### src/rtl/cdb_arbiter.sv
// Common data bus arbiter: per-source result FIFOs for the add and multiply
// units, round-robin grant, registered broadcast of the winning tag/data.
module cdb_arbiter #(
  parameter int TAG_W  = 5,
  parameter int DATA_W = 32,
  parameter int DEPTH  = 2
) (
  input  logic              clk,
  input  logic              rst,
  input  logic              flush,
  input  logic              add_valid,
  output logic              add_ready,
  input  logic [TAG_W-1:0]  add_tag,
  input  logic [DATA_W-1:0] add_data,
  input  logic              mul_valid,
  output logic              mul_ready,
  input  logic [TAG_W-1:0]  mul_tag,
  input  logic [DATA_W-1:0] mul_data,
  output logic              cdb_valid,
  output logic [TAG_W-1:0]  cdb_tag,
  output logic [DATA_W-1:0] cdb_data,
  output logic              cdb_src
);

  localparam int ENT_W = TAG_W + DATA_W;
  localparam int PTR_W = (DEPTH > 1) ? $clog2(DEPTH) : 1;
  localparam int CNT_W = $clog2(DEPTH + 1);
  localparam logic [CNT_W-1:0] FULL = CNT_W'(DEPTH);
  localparam logic [PTR_W-1:0] LAST = PTR_W'(DEPTH - 1);

  // Index 0 is the add source, index 1 the multiply source.
  logic [ENT_W-1:0] mem [2][DEPTH];
  logic [PTR_W-1:0] wr_ptr [2];
  logic [PTR_W-1:0] rd_ptr [2];
  logic [CNT_W-1:0] count [2];
  logic [ENT_W-1:0] in_entry [2];
  logic [1:0]       in_valid, ready, nonempty, push, pop;
  logic             prio, gnt_any, gnt_src;
  logic [ENT_W-1:0] head;

  function automatic logic [PTR_W-1:0] next_ptr(input logic [PTR_W-1:0] p);
    return (p == LAST) ? '0 : p + PTR_W'(1);
  endfunction

  always_comb begin
    in_valid    = {mul_valid, add_valid};
    in_entry[0] = {add_tag, add_data};
    in_entry[1] = {mul_tag, mul_data};
    ready       = '0;
    nonempty    = '0;
    push        = '0;
    for (int unsigned s = 0; s < 2; s++) begin
      // Ready looks only at the registered count: no pass-through when full.
      ready[s]    = !rst && (count[s] != FULL);
      nonempty[s] = (count[s] != '0);
      push[s]     = in_valid[s] && ready[s] && !flush;
    end
    gnt_any = |nonempty;
    gnt_src = (&nonempty) ? prio : nonempty[1];
    pop     = {gnt_any && gnt_src, gnt_any && !gnt_src};
    head    = mem[gnt_src][rd_ptr[gnt_src]];
  end

  assign add_ready = ready[0];
  assign mul_ready = ready[1];

  always_ff @(posedge clk) begin
    for (int unsigned s = 0; s < 2; s++) begin
      if (push[s]) mem[s][wr_ptr[s]] <= in_entry[s];
    end
  end

  always_ff @(posedge clk) begin
    if (rst) begin
      for (int unsigned s = 0; s < 2; s++) begin
        wr_ptr[s] <= '0;
        rd_ptr[s] <= '0;
        count[s]  <= '0;
      end
      prio      <= 1'b0;
      cdb_valid <= 1'b0;
      cdb_tag   <= '0;
      cdb_data  <= '0;
      cdb_src   <= 1'b0;
    end else if (flush) begin
      // Buffered results are dropped; the last broadcast payload is kept.
      for (int unsigned s = 0; s < 2; s++) begin
        wr_ptr[s] <= '0;
        rd_ptr[s] <= '0;
        count[s]  <= '0;
      end
      prio      <= 1'b0;
      cdb_valid <= 1'b0;
    end else begin
      for (int unsigned s = 0; s < 2; s++) begin
        if (push[s]) wr_ptr[s] <= next_ptr(wr_ptr[s]);
        if (pop[s])  rd_ptr[s] <= next_ptr(rd_ptr[s]);
        if (push[s] && !pop[s])      count[s] <= count[s] + CNT_W'(1);
        else if (pop[s] && !push[s]) count[s] <= count[s] - CNT_W'(1);
      end
      cdb_valid <= gnt_any;
      if (gnt_any) begin
        cdb_tag  <= head[ENT_W-1:DATA_W];
        cdb_data <= head[DATA_W-1:0];
        cdb_src  <= gnt_src;
        prio     <= ~gnt_src;
      end
    end
  end

endmodule

### config.mk
export PLATFORM = sky130hd
export DESIGN_NAME = cdb_arbiter
export DESIGN_NICKNAME = d
export VERILOG_FILES = /design/src/rtl/cdb_arbiter.sv
export SDC_FILE = /design/constraint.sdc
export NUM_CORES = 1
export LEC_CHECK = 0
export ABC_AREA = 1
export CAP_MARGIN = 20
export CORE_UTILIZATION = 45
export DETAILED_ROUTE_END_ITERATION = 8
export PLACE_DENSITY = 0.68
export SETUP_SLACK_MARGIN = 0.2
export SLEW_MARGIN = 25
export SYNTH_ARGS = -nofsm -noshare
export SYNTH_HDL_FRONTEND = slang
export SYNTH_SLANG_ARGS = --single-unit
### constraint.sdc
create_clock -name clk -period 4.5 [get_ports clk]
set_clock_uncertainty 0.1 [all_clocks]
set_input_delay 0.9 -clock clk [delete_from_list [all_inputs] [get_ports clk]]
set_output_delay 0.9 -clock clk [all_outputs]
set_load 0.01 [all_outputs]
# Word-level counts from Yosys, hierarchy flattened
# Memories as Yosys holds them, arrays and structs flattened.
# Index checks and enable logic that the tools add are counted.
# W data, S select, Z words.
# word_totals
mem_bits_rw	156
word_cells	137
ff_bits	40
n_memories	4
out_inout_bits	41
inputBits	79
# memory_table
memory	depth	word_bits	read_ports	rd_clocked_by_memory_dff	wr	line_no	rtl
mem	2	74	1	0	2	32	logic [ENT_W-1:0] mem [2][DEPTH];
count	2	2	2	0	2	35	logic [CNT_W-1:0] count [2];
rd_ptr	2	1	3	0	2	34	logic [PTR_W-1:0] rd_ptr [2];
wr_ptr	2	1	2	0	2	33	logic [PTR_W-1:0] wr_ptr [2];
# classes
n_reduce_logical	27
muxes	67
eq_ne	2
bitwise_logic	19
magnitude_cmp	5
n_addsub	8
# ops
op	n
$mux W37	5
$mux W74	2
$demux W37 S1	2
$mux W1	52
$logic_and A1 B1 Y1	14
$or A1 B1 Y1	14
$mux W2	6
$logic_not A1 Y1	7
$ge A2 B2 Y1 const B	3
$not A1 Y2	3
$add A1 B1 Y1 const B	4
$add A2 B1 Y2 const B	2
$lt A2 B1 Y1 const B	2
$ne A2 B2 Y1 const B	2
$reduce_and A2 Y1	2
$reduce_bool A2 Y1	2
$reduce_or A2 Y1	2
$sub A2 B1 Y2 const B	2
$not A1 Y1	2

# Longest topological paths before layout
# Gate-level depths: netlist of the first run.
# depth
word_depth	13
mapped_depth	12
mapped_depth_nobuf	10

# Least setup slack after synthesis of the first run
# OpenSTA, ideal clock, no wires.
# synth_path
path_kind	input-to-reg
startpoint	input port rst
endpoint	memory mem[1][0] in the netlist's numbering, enable pin
path_slack_ps	857
cell_stages	4
required_ps	3969
arrival_ps	3111
setup_ps	431
path_buffers	1
cell_sequence	buf_2 -> nor2_1 -> nand3_1 -> nor2_1
# synth_lines
item	line_no	rtl
start: declaration	9	input logic rst,
end: declaration	32	

# Worst setup path after layout of the first run
# layout_path
startpoint	input port rst
endpoint	output port add_ready
# layout_between
elab_chain_len	2
# layout_lines
item	line_no	rtl
$logic_not A1 Y1	54	ready[s] = !rst && (count[s] != FULL);
$logic_and A1 B1 Y1	54	
end: declaration	12	output logic add_ready,
# No other way between the ends.

==> results.toml, run 1 <==
[status]
status = "complete, no violations"

[placement]
port_buffers = 119
placedInstanceArea_um2 = 9235
dp.cells = 1068
hpwl_mm = 10.67
place.gp.congestion = 0.8020

[worst_setup_path]
critPathTopFamily = "buffers and inverters"
r2r_end = "cdb_data[0]"
max_stage_delay_ns = 0.49
path_cells = "buf_2, buf_4, nor2_1, clkdlybuf4s50_1"
crit_path_start_kind = "input port"
crit_path_end_kind = "output port"
worst-r2r-setup-slack_ns = 1.66
cp.arrival_ns = 2.00
reg2reg_from = "count[1][0]"
critical_path.slowest_cell = "clkdlybuf4s50_1"
critical_path_required_ns = 3.50
r2r_cells = 10
path_class = "input port to output port"
critical_path_buf_inv_count = 3
crit_path_max_fanout = 40

[synthesis]
synth_cell_types = 21
synth_area_um2 = 7875
yosysMostFrequentCell = "nand2_1"
synth_area_leaders = "edfxtp_1 (59%), nand2_1 (17%), dfxtp_1 (10%)"
yosysTopAreaCell = "edfxtp_1"
synth_seq_area_share = 0.6965
ys_seq_elements = 196
syn_inst = 755
yosysWarningCount = 0
synthArstFlopShare = 0
synth_edf_count = 156
syn_area_per_cell_um2 = 10.43
yosys_most_used_dff = "edfxtp_1"
synth_nets = 836
netlist.area_leader.share = 0.5949
ys_top_cells_by_count = "nand2_1 (350), edfxtp_1 (156), nand3_1 (78)"

[sta]
report.final.slew_viol_count = 0
timing.fmax_mhz = 333.3
rsz0062_at_grt = "false"
min_period_ns = 3.000
relSlewSlack = 0.4174
setup_violations = 0
period_share = 0.6667
worst_pin_slew_ns = 0.8708
whs_ns = 0.3638
hold_viol = 0
final.setup.tns_ns = 0

[detailed_routing]
drt-total-wl_mm = 17.42
drt_drc_violations_left = 0
drt-initial-drc-count = 363
post_drt_wl_per_cell_um = 15.82
ant_nets = 0
dr.pass1.iters = 5
via_per_inst = 4.958
vias = 5459

[global_route]
antenna_found_initial = 1
grt_pass1_vias = 5232
grt_max_degree = 79
grt_util_all_layers = 0.2014
grt_pass1_wl_mm = 26.98
grt.overflow.total = 0

[layout]
drive_above_1_share = 0.06286
fin_cells = 1101
syn_to_final_growth_pct = 25.55
nNetsFinal = 943
stdcell_area_um2 = 9887
postLayoutCoreUtil = 0.5756

[worst_hold_path]
hold_path_end = "cdb_data[19]"
hold_depth = 2
hp-class = "flip-flop to flip-flop"
worstHoldStart = "cdb_data[19]"

[clock_network]
cts_resized = 0
cts_made_buffers = 17
clk_pin_slew_ns = 0.07
clock-sinks = 196
ctsLongestPathBuffers = 2
cts.hold.buffers_added = 0
clkLatencyLatePin_ns = 0.43
cts_tree = "built"
cts-root-buf = "clkbuf_16"
postCtsSetupBuffers = 0
cts-htree-levels = 4

[run]
drv_cap = 0

[floorplan]
die_h_um = 134.3
die_w_um = 134.3
start_util = 0.4585
dieArea_um2 = 18030
std_cell_rows = 48
core_um2 = 17180
ios = 120

[pwr]
peakVddDrop_uv = 300.7
p_leak_nw = 3.837
p_per_area_nw_per_um2 = 543.3
-- metal layers --
| layer | share of wire | GRT usage |
|---|---|---|
| met1 | 0.45 | 0.2737 |
| met2 | 0.47 | 0.3201 |
| met3 | 0.058 | 0.03477 |
| met4 | 0.022 | 0.08489 |
| met5 | 0 | 0 |
-- sequential cells by signal, indices dropped and copies added (netlist names) --
name / cells
rd_ptr: 2
count: 4
cdb_valid: 1
cdb_src: 1
wr_ptr: 2
mem: 148
cdb_data: 32
prio: 1
cdb_tag: 5
-- logic make-up after synthesis --
family	after synthesis	synth area share
and+or+nand+nor	452	0.2312
DFF	196	0.6965
buffers and inverters	60	0.03893
AOI/OAI and AO/OA	43	0.02796
xor gates and xnor gates	2	0.002225
adders and majority gates	2	0.003177
-- layout make-up --
| class | instances | area [µm²] |
|---|---|---|
| antenna | 1 | 2.502 |
| clock buffer | 19 | 442.9 |
| clock inverter | 13 | 206.4 |
| fill | 1473 | 7289 |
| inverter | 17 | 63.81 |
| multi-input combinational | 499 | 2128 |
| sequential | 196 | 5485 |
| tap | 225 | 281.5 |
| timing repair buffer | 131 | 1276 |
-- power breakdown --
part | switching (mW) | internal (mW) | total (mW)
registers | 0.0687 | 2.11 | 2.18
clock network | 0.636 | 0.999 | 1.64
logic | 1.00 | 0.554 | 1.55
total | 1.70 | 3.67 | 5.37
-- worst max path at each step --
stage | end | from | slack [ns] | cells after the start
after detailed placement | mem[1][42] | flush | 1.25 | 5
after CTS | add_ready | rst | 1.48 | 4
after floorplan | mem[1][0] | rst | 0.86 | 4
after global routing | cdb_data[10] | count[1][0] | 1.38 | 10
final | add_ready | rst | 1.50 | 4
after global placement | mem[1][38] | flush | 1.28 | 5
-- metrics by stage --
step | setup slack, ns | total power, mW
after floorplan | 0.8574 | 3.284
final | 1.500 | 5.371
after CTS | 1.478 | 5.408
after global routing | 1.383 | 5.676
after detailed placement | 1.248 | 3.778
after global placement | 1.279 | 3.764
-- tightest hold or removal path, cell delays in order (launching register included) --
cell and delay (ns):
dfxtp_1 0.31, nand2_1 0.06, a21oi_1 0.05
-- cell usage in the layout (no fill, tap or decap) --
cell / instances
bufinv_16: 5
nand2_2: 3
inv_1: 15
edfxtp_1: 156
and2_1: 1
diode_2: 1
clkinv_1: 1
clkbuf_16: 17
nand4_1: 1
nand3b_1: 1
o21ai_0: 1
clkinv_4: 1
buf_2: 1
o21ai_4: 1
clkinv_2: 2
xor2_1: 2
nand2_1: 350
a21oi_1: 40
nand3_1: 78
clkinvlp_4: 5
ha_1: 2
nor2_4: 6
buf_4: 12
nor3_1: 2
dfxtp_1: 40
clkdlybuf4s50_1: 118
o22ai_1: 1
nor2_1: 10
clkbuf_1: 1
inv_2: 1
clkbuf_8: 1
No activity file was read; power rests on OpenSTA's default activity.
==> run 2: changes to the inputs <==
Clock period 4.5 ns to 3 ns, I/O delays scaled along.
==> results.toml, run 2 (synthesis gave the netlist of run 1 again) <==
[status]
status = "complete, no violations"

[sta]
worst_pin_slew_ns = 0.6420
setup_violations = 0
rsz0062_at_grt = "false"
period_share = 0.8330
hold_viol = 0
final.setup.worst_slack_ns = 0.5010
relSlewSlack = 0.5720
min_period_ns = 2.499
timing.fmax_mhz = 400.2
report.final.slew_viol_count = 0

[worst_hold_path]
hold_depth = 2
worstHoldStart = "cdb_data[14]"
hp-class = "flip-flop to flip-flop"
hold_path_end = "cdb_data[14]"

[pwr]
combPwrFrac = 0.305
clkPwrFrac = 0.285
p_leak_nw = 3.874
peakVddDrop_uv = 511.1
seqPwrFrac = 0.410
p_switching_mw = 2.614
swShare = 0.3277
intPower_mw = 5.363
p_per_area_nw_per_um2 = 805.3
power_mw = 7.977

[floorplan]
dieArea_um2 = 18030
start_util = 0.4585
die_h_um = 134.3
std_cell_rows = 48
ios = 120
die_w_um = 134.3
core_um2 = 17180

[layout]
syn_to_final_growth_pct = 25.79
layout_common_cells = "nand2_1 (350), edfxtp_1 (156), clkdlybuf4s50_1 (118)"
postLayoutCoreUtil = 0.5767
antennaDiodeCount = 0
largest_register_ffs = 148
multi_input_area_um2 = 2133
num-fill-cells = 1467
stdcell_area_um2 = 9906
mostFrequentLayoutCell = "nand2_1"
regArea_um2 = 5485
drive_above_1_share = 0.06803
nNetsFinal = 950

[global_route]
grt_pass1_vias = 5247
grt.overflow.total = 0
grt_util_all_layers = 0.2063
grt_pass1_wl_mm = 27.49
grt_max_degree = 64
antenna_found_initial = 0

[worst_setup_path]
worst-r2r-setup-slack_ns = 0.53
max_stage_delay_ns = 0.57
r2r_end = "count[1][0]"
crit_path_start_kind = "flip-flop"
critical_path_buf_inv_count = 2
path_class = "flip-flop to output port"
path_cells = "inv_1, ha_1, nor2_1, clkdlybuf4s50_1"
critPathTopFamily = "buffers and inverters"
crit_path_end_kind = "output port"
critical_path_required_ns = 2.30
r2r_cells = 10
reg2reg_from = "count[1][0]"
critical_path.slowest_cell = "clkdlybuf4s50_1"
crit_path_max_fanout = 3
cp.arrival_ns = 1.80

[clock_network]
cts-htree-levels = 4
postCtsSetupBuffers = 0
ctsLongestPathBuffers = 2
cts_tree = "built"
cts-root-buf = "clkbuf_16"
cts.hold.buffers_added = 0
cts_made_buffers = 17
clock-sinks = 196
clk_pin_slew_ns = 0.07
clkLatencyLatePin_ns = 0.43
cts_resized = 0

[detailed_routing]
dr.pass1.iters = 4
drt-initial-drc-count = 375
drt_drc_violations_left = 0
m1WireLength_mm = 7.808
wl_met2_mm = 8.599
wl_met3_mm = 1.092
highest_layer = "met4"
ant_nets = 0
post_drt_wl_per_cell_um = 16.00
drt-total-wl_mm = 17.71
via_per_inst = 5.053
vias = 5594

[placement]
place.gp.congestion = 0.8091
post-place-ws_ns = 0.3137
hpwl_mm = 11.29
port_buffers = 119
placedInstanceArea_um2 = 9318

[run]
drv_cap = 0
[run 2: cell count changes in the layout (fill, tap and decap cells not counted)]
cell,change
buf_4,+5
clkinvlp_4,-4
buf_12,+2
bufinv_16,-2
clkinv_1,+2
inv_6,+2
clkbuf_8,-1
clkinv_2,+1
clkinv_4,+1
diode_2,-1
inv_2,+1
nand2_2,-1
nand2_4,+1
[run 2: how the worst max path moves through the flow]
stage,end,cells after the start,start,slack (ns)
after floorplan,mem[1][0],4,rst,-0.34
after global placement,mem[0][30],7,flush,0.35
after detailed placement,mem[0][38],7,flush,0.31
after CTS,mul_ready,4,count[1][0],0.49
after global routing,count[1][0],10,count[1][0],0.34
final,mul_ready,4,count[1][0],0.50
[run 2: final cells by class]
cell class,instances,share of cell area
Tap cell,225,0.02842
Clock buffer,18,0.04332
Multi-Input combinational cell,499,0.2154
Timing Repair Buffer,138,0.1367
Inverter,17,0.006442
Sequential cell,196,0.5537
Clock inverter,14,0.01604
[run 2: power groups by stage]
stage | Combinational, mW | Clock (mW) | Sequential, mW
2_1_floorplan | 1.55 | 0 | 3.38
4_1_cts | 2.45 | 2.30 | 3.27
3_3_place_gp | 2.40 | 0 | 3.33
3_5_place_dp | 2.42 | 0 | 3.33
6_report | 2.43 | 2.27 | 3.27
5_1_grt | 2.73 | 2.42 | 3.29
[run 2: metrics by stage]
stage | hold slack [ns] | instances | setup TNS, ns
6_report | 0.3640 | 1107 | 0
5_1_grt | 0.3814 | 1107 | 0
4_1_cts | 0.3657 | 1107 | 0
3_5_place_dp | 0.3558 | 1075 | 0
3_3_place_gp | 0.3512 | 1075 | 0
2_1_floorplan | 0.3613 | 755 | -25.35
[run 2: per-layer routing]
metal / track usage / up-vias
met5: 0 / -
met2: 0.3348 / 179
met1: 0.2736 / 2655
met4: 0.06117 / 0
li1: - / 2742
met3: 0.05253 / 18
[run 2: worst min-delay path, cell delays in order, from the launching register on]
cell and delay, ns:
dfxtp_1 0.31, nand2_1 0.06, a21oi_1 0.05
